--- config.mk ---
export PLATFORM = sky130hd
export DESIGN_NAME = bus_encoder_32_5
export DESIGN_NICKNAME = d
export VERILOG_FILES = /design/src/rtl/bus_enc_pkg.sv /design/src/rtl/bus_encoder_32_5_ffs.sv /design/src/rtl/bus_encoder_32_5.sv
export SDC_FILE = /design/constraint.sdc
export NUM_CORES = 1
export LEC_CHECK = 0
export CORE_MARGIN = 10
export CORE_UTILIZATION = 48
export DETAILED_ROUTE_END_ITERATION = 8
export HOLD_SLACK_MARGIN = 0.15
export PLACE_DENSITY = 0.85
export SETUP_SLACK_MARGIN = 0.2
export SYNTH_ARGS = -nofsm -noshare
export SYNTH_HDL_FRONTEND = slang
export SYNTH_SLANG_ARGS = --single-unit
export TNS_END_PERCENT = 5
--- constraint.sdc ---
create_clock -name clock -period 6.95 [get_ports clock]
set_input_delay 1.39 -clock clock [delete_from_list [all_inputs] [get_ports clock]]
set_output_delay 1.39 -clock clock [all_outputs]
set_load 0.01 [all_outputs]
--- src/rtl/bus_enc_pkg.sv ---
// Shared widths for the 32-to-5 bus-enable encoder.
// Default error-counter width lives here so top and bench agree.
package bus_enc_pkg;
  localparam int ENC_IN_W      = 32;
  localparam int ENC_OUT_W     = 5;
  localparam int ERR_CNT_W_DEF = 8;
endpackage

--- src/rtl/bus_encoder_32_5_ffs.sv ---
// ffs_from_ptr: first set bit from a start index, wrapping.
// rev=1 searches downward (start 31 gives highest-index-wins).
module ffs_from_ptr
  import bus_enc_pkg::*;
#(
  parameter bit REV = 1'b0
) (
  input  logic [ENC_IN_W-1:0]  vec,
  input  logic [ENC_OUT_W-1:0] ptr,
  output logic                 found,
  output logic [ENC_OUT_W-1:0] idx
);

  logic [ENC_OUT_W-1:0] p;

  // Walk from the farthest offset to the nearest so the
  // nearest set bit is the last (winning) assignment.
  always_comb begin
    found = 1'b0;
    idx   = '0;
    p     = '0;
    for (int k = ENC_IN_W - 1; k >= 0; k--) begin
      p = REV ? ptr - ENC_OUT_W'(k) : ptr + ENC_OUT_W'(k);
      if (vec[p]) begin
        found = 1'b1;
        idx   = p;
      end
    end
  end

endmodule

--- src/rtl/bus_encoder_32_5.sv ---
// Registered 32-to-5 bus-enable encoder with multi-hot error tracking.
// Define BUS_ENC_ROUNDROBIN_EN for rotating priority instead of fixed.
module bus_encoder_32_5
  import bus_enc_pkg::*;
#(
  parameter int ERR_CNT_W = ERR_CNT_W_DEF
) (
  input  logic                 clock,
  input  logic                 clear,
  input  logic [ENC_IN_W-1:0]  encIn,
  input  logic                 enable,
  output logic [ENC_OUT_W-1:0] encOut,
  output logic                 encValid,
  output logic                 multiErr,
  output logic [ERR_CNT_W-1:0] errCount
);

  logic                 found;
  logic                 multi;
  logic [ENC_OUT_W-1:0] sel;
  logic [ENC_OUT_W-1:0] ptr;

  assign multi = |(encIn & (encIn - ENC_IN_W'(1)));

`ifdef BUS_ENC_ROUNDROBIN_EN
  ffs_from_ptr #(.REV(1'b0)) u_ffs (
    .vec   (encIn),
    .ptr   (ptr),
    .found (found),
    .idx   (sel)
  );

  always_ff @(posedge clock) begin
    if (clear)
      ptr <= '0;
    else if (enable && found)
      ptr <= sel + ENC_OUT_W'(1);
  end
`else
  assign ptr = ENC_OUT_W'(ENC_IN_W - 1);

  ffs_from_ptr #(.REV(1'b1)) u_ffs (
    .vec   (encIn),
    .ptr   (ptr),
    .found (found),
    .idx   (sel)
  );
`endif

  always_ff @(posedge clock) begin
    if (clear) begin
      encOut   <= '0;
      encValid <= 1'b0;
      multiErr <= 1'b0;
      errCount <= '0;
    end else begin
      encValid <= 1'b0;
      if (enable && found) begin
        encOut   <= sel;
        encValid <= 1'b1;
        if (multi) begin
          multiErr <= 1'b1;
          if (errCount != '1)
            errCount <= errCount + ERR_CNT_W'(1);
        end
      end
    end
  end

endmodule

==> metrics.txt <==
# TYPE chip_impl_metric gauge
chip_impl_metric{name="first_global_vias",unit=""} 1539
chip_impl_metric{name="power_per_cell_area",unit="nW/µm²"} 113
chip_impl_metric{name="hold_buffers",unit=""} 0
chip_impl_metric{name="synthSimpleGateAreaFrac",unit=""} 0.403
chip_impl_info{name="worst-setup-path-type",value="in -> reg"} 1
chip_impl_metric{name="dp_slack",unit="ns"} 2.62
chip_impl_metric{name="buffer_ports.inserted",unit=""} 49
chip_impl_metric{name="post_drt_via_cell_ratio",unit=""} 6.10
chip_impl_info{name="rsz_0062_raised_after_global_routing",value="no"} 1
chip_impl_metric{name="drc",unit=""} 0
chip_impl_metric{name="yosys.area_share.adder",unit=""} 0.0321
chip_impl_metric{name="synth.yosys.seq_area_share",unit=""} 0.220
chip_impl_metric{name="grt_start_max_net_pins",unit=""} 20
chip_impl_metric{name="clk-insertion-delay-late",unit="ns"} 0.28
chip_impl_metric{name="maxClockFrequency",unit="GHz"} 0.247
chip_impl_metric{name="post-route-period-util",unit=""} 0.583
chip_impl_metric{name="met2_usage",unit=""} 0.249
chip_impl_info{name="cts_root_buf",value="clkbuf_4"} 1
chip_impl_metric{name="placer_congestion_estimate",unit=""} 0.845
chip_impl_metric{name="ant_nets",unit=""} 0
chip_impl_metric{name="fraction_of_met1_tracks_used_by_global_routing",unit=""} 0.202
chip_impl_info{name="critical_path.startpoint",value="encIn[4]"} 1
chip_impl_metric{name="slew_headroom",unit=""} 0.575
chip_impl_metric{name="antennaDiodeCount",unit=""} 0
chip_impl_info{name="main_combinational_cell_family_by_area_after_synthesis",value="simple AND/OR/NAND/NOR gates"} 1
chip_impl_metric{name="setup_tns",unit="ns"} 0
chip_impl_metric{name="synth_nets",unit=""} 228
chip_impl_metric{name="chipHeight",unit="µm"} 73.3
chip_impl_metric{name="final_critical_delay_including_setup_and_external_delays",unit="ns"} 4.05
chip_impl_metric{name="start_util",unit=""} 0.499
chip_impl_info{name="rr_startpoint",value="errCount[0]"} 1
chip_impl_metric{name="clkSlewWorstSetupHoldPaths",unit="ns"} 0.08
chip_impl_metric{name="final-setup-viol-count",unit=""} 0
chip_impl_info{name="grt_most_used_layer",value="met2"} 1
chip_impl_metric{name="finalHoldViolCount",unit=""} 0
chip_impl_metric{name="layout-area-overhead-vs-synth",unit="%"} 38.3
chip_impl_metric{name="grt_pass1_wl",unit="µm"} 7040
chip_impl_metric{name="routedWlPerCell",unit="µm"} 15.2
chip_impl_info{name="worstHoldStart",value="multiErr"} 1
chip_impl_metric{name="timing.final.max_slew_violations",unit=""} 0
chip_impl_metric{name="reg2reg_setup_slack",unit="ns"} 5.27
chip_impl_metric{name="cap_viol_max_count",unit=""} 0
chip_impl_metric{name="rows",unit=""} 19
chip_impl_metric{name="synth.cell_area",unit="µm²"} 1360
chip_impl_metric{name="report.power.total",unit="µW"} 214
chip_impl_metric{name="total_cts_buffers",unit=""} 3
chip_impl_metric{name="vdd_drop_max",unit="mV"} 0.109
chip_impl_metric{name="chipWidth",unit="µm"} 73.3
chip_impl_metric{name="hpwl",unit="µm"} 3250
chip_impl_metric{name="number_of_sinks_on_the_clock_net",unit=""} 15
chip_impl_metric{name="power_leakage",unit="µW"} 0.000614
chip_impl_metric{name="pin_count",unit=""} 50
chip_impl_metric{name="syn_inst",unit=""} 192
chip_impl_metric{name="async_reset_ff_frac",unit=""} 0
chip_impl_metric{name="post-cts-setup-buffer-count",unit=""} 0
chip_impl_metric{name="finalCoreUtilization",unit=""} 0.690
chip_impl_metric{name="ys_seq_elements",unit=""} 15
chip_impl_metric{name="detailedRoute.firstIterationViolations",unit=""} 158
chip_impl_metric{name="h-tree-depth",unit=""} 1
chip_impl_metric{name="required",unit="ns"} 7.12
chip_impl_metric{name="layout.nets",unit=""} 274
chip_impl_metric{name="crit_arrival",unit="ns"} 4.22
chip_impl_info{name="most_frequent_cells_in_the_layout",value="clkdlybuf4s50_1, nor2_1, nor3_1"} 1
chip_impl_info{name="mostFrequentLayoutCell",value="clkdlybuf4s50_1"} 1
chip_impl_info{name="worst_setup_path_end_kind",value="flip-flop"} 1
chip_impl_metric{name="worst_r2r_path_depth",unit=""} 7
chip_impl_metric{name="dp_cells",unit=""} 264
chip_impl_metric{name="layout.cells.non_filler",unit=""} 268
chip_impl_info{name="worstReg2RegEnd",value="errCount[0]"} 1
chip_impl_metric{name="pre_antenna_drt_iters",unit=""} 4
chip_impl_metric{name="synth_compound_area_frac",unit=""} 0.263
chip_impl_metric{name="core_area",unit="µm²"} 2730
chip_impl_metric{name="synth-xor-area-share",unit=""} 0
chip_impl_metric{name="grt_antenna_before_repair",unit=""} 0
chip_impl_metric{name="route.final.wire_length",unit="µm"} 4070
chip_impl_info{name="synth_top_flop_cell",value="dfxtp_1"} 1
chip_impl_metric{name="ctsResizeCount",unit=""} 0
chip_impl_info{name="crit_end",value="errCount[0]"} 1
chip_impl_metric{name="synth.lib_cells_used.distinct",unit=""} 47
chip_impl_metric{name="path_max_fanout",unit=""} 11
chip_impl_metric{name="finClkSkew",unit="ns"} 0.00396
chip_impl_metric{name="grt_overflow",unit=""} 0
chip_impl_info{name="clock_tree_from_tritoncts",value="yes"} 1
chip_impl_metric{name="post_synth_mux_area_share",unit=""} 0.0376
chip_impl_metric{name="gr-usage-met3",unit=""} 0.0363
chip_impl_metric{name="synth-edff-count",unit=""} 0
chip_impl_metric{name="floorplan.die_area",unit="µm²"} 5370
chip_impl_metric{name="fin_ws",unit="ns"} 2.90
chip_impl_metric{name="postSynthAreaPerCell",unit="µm²"} 7.10
chip_impl_metric{name="max-clock-path-buffers",unit=""} 2
chip_impl_metric{name="routed-via-count",unit=""} 1634
chip_impl_info{name="setup.worst_path.start_class",value="input port"} 1
chip_impl_metric{name="post_route_cells_drive_above_1_share",unit=""} 0.0844
chip_impl_metric{name="grt.total_usage",unit=""} 0.154
chip_impl_metric{name="ys.warnings.count",unit=""} 0
chip_impl_info{name="result_of_the_run",value="complete, no violations"} 1
chip_impl_metric{name="worst-slew-pin-transition",unit="ns"} 0.636
chip_impl_info{name="min_path_type",value="reg -> reg"} 1
==> flip-flops by register name, indices dropped and copies added, names as in the netlist <==
name,flops
errCount,8
encOut,5
encValid,1
multiErr,1
==> final cells by class <==
cell class	count	area, µm²
multi-input combinational	162	1000
fill	247	848
timing repair buffer	49	490
sequential	15	300
tap	31	38.8
clock buffer	4	26.3
inverter	7	26.3
==> cell usage after synthesis, types with 2 or more instances <==
| library cell | n | share of area |
|---|---|---|
| a211oi_1 | 4 | 0.022 |
| a21oi_1 | 13 | 0.048 |
| and3_1 | 2 | 0.0092 |
| clkbuf_1 | 6 | 0.017 |
| dfxtp_1 | 15 | 0.22 |
| inv_1 | 7 | 0.019 |
| maj3_1 | 2 | 0.015 |
| mux2_4 | 2 | 0.022 |
| nand2_1 | 13 | 0.036 |
| nand2b_1 | 3 | 0.014 |
| nand3_1 | 7 | 0.026 |
| nand4_1 | 2 | 0.0092 |
| nor2_1 | 25 | 0.069 |
| nor2b_1 | 3 | 0.014 |
| nor3_1 | 16 | 0.059 |
| nor3_2 | 3 | 0.022 |
| nor4_1 | 7 | 0.032 |
| nor4_2 | 4 | 0.037 |
| o21a_1 | 2 | 0.011 |
| o21ai_0 | 13 | 0.048 |
| o21bai_1 | 3 | 0.017 |
| o22ai_1 | 2 | 0.0092 |
| o31ai_1 | 4 | 0.022 |
| o32ai_1 | 3 | 0.019 |
| o41ai_1 | 2 | 0.013 |
| or2_2 | 2 | 0.0092 |
| or3_1 | 5 | 0.023 |
| or4_1 | 3 | 0.017 |
==> power breakdown <==
group	internal (µW)	leakage, µW	total [µW]	switching (µW)
registers	90.0	0.000123	92.7	2.67
logic	37.4	0.000476	72.1	34.6
clock network	22.3	0.0000150	48.8	26.6
total	150	0.000614	214	63.9
==> cells by family after synthesis <==
| kind of cell | count (synthesis) |
|---|---|
| AND/OR/NAND/NOR | 99 |
| AO/OA/AOI/OAI | 55 |
| buffers and inverters | 15 |
| flip-flops | 15 |
| multiplexers | 4 |
| adder cells (fa/ha/maj) | 4 |
==> how the worst min path moves through the flow <==
stage	to	cells past startpoint	slack (ns)
after detailed placement	encOut[1]	2	0.49
after floorplan	errCount[5]	2	0.51
after CTS	encOut[1]	2	0.50
after global placement	multiErr	1	0.46
after global routing	encOut[4]	2	0.53
final	multiErr	1	0.50
==> per-stage QoR <==
| step | area, µm² | hold WS, ns |
|---|---|---|
| after CTS | 1890 | 0.503 |
| after global routing | 1890 | 0.526 |
| final | 1890 | 0.503 |
| after floorplan | 1360 | 0.515 |
| after global placement | 1860 | 0.463 |
| after detailed placement | 1860 | 0.491 |
==> critical path: stages <==
cell and delay [ns]:
clkdlybuf4s50_1 0.53, nor4_2 0.54, nand4_2 0.28, o32ai_1 0.36, nand4_1 0.17, nor3_2 0.51, nor2_2 0.13, mux2_4 0.32
==> per-layer routing <==
| layer | vias up | wire [µm] |
|---|---|---|
| li1 | 823 | - |
| met1 | 747 | 1800 |
| met2 | 60 | 1970 |
| met3 | 4 | 261 |
| met4 | 0 | 35 |
| met5 | - | 0 |
(Power assumes the default switching activity.)
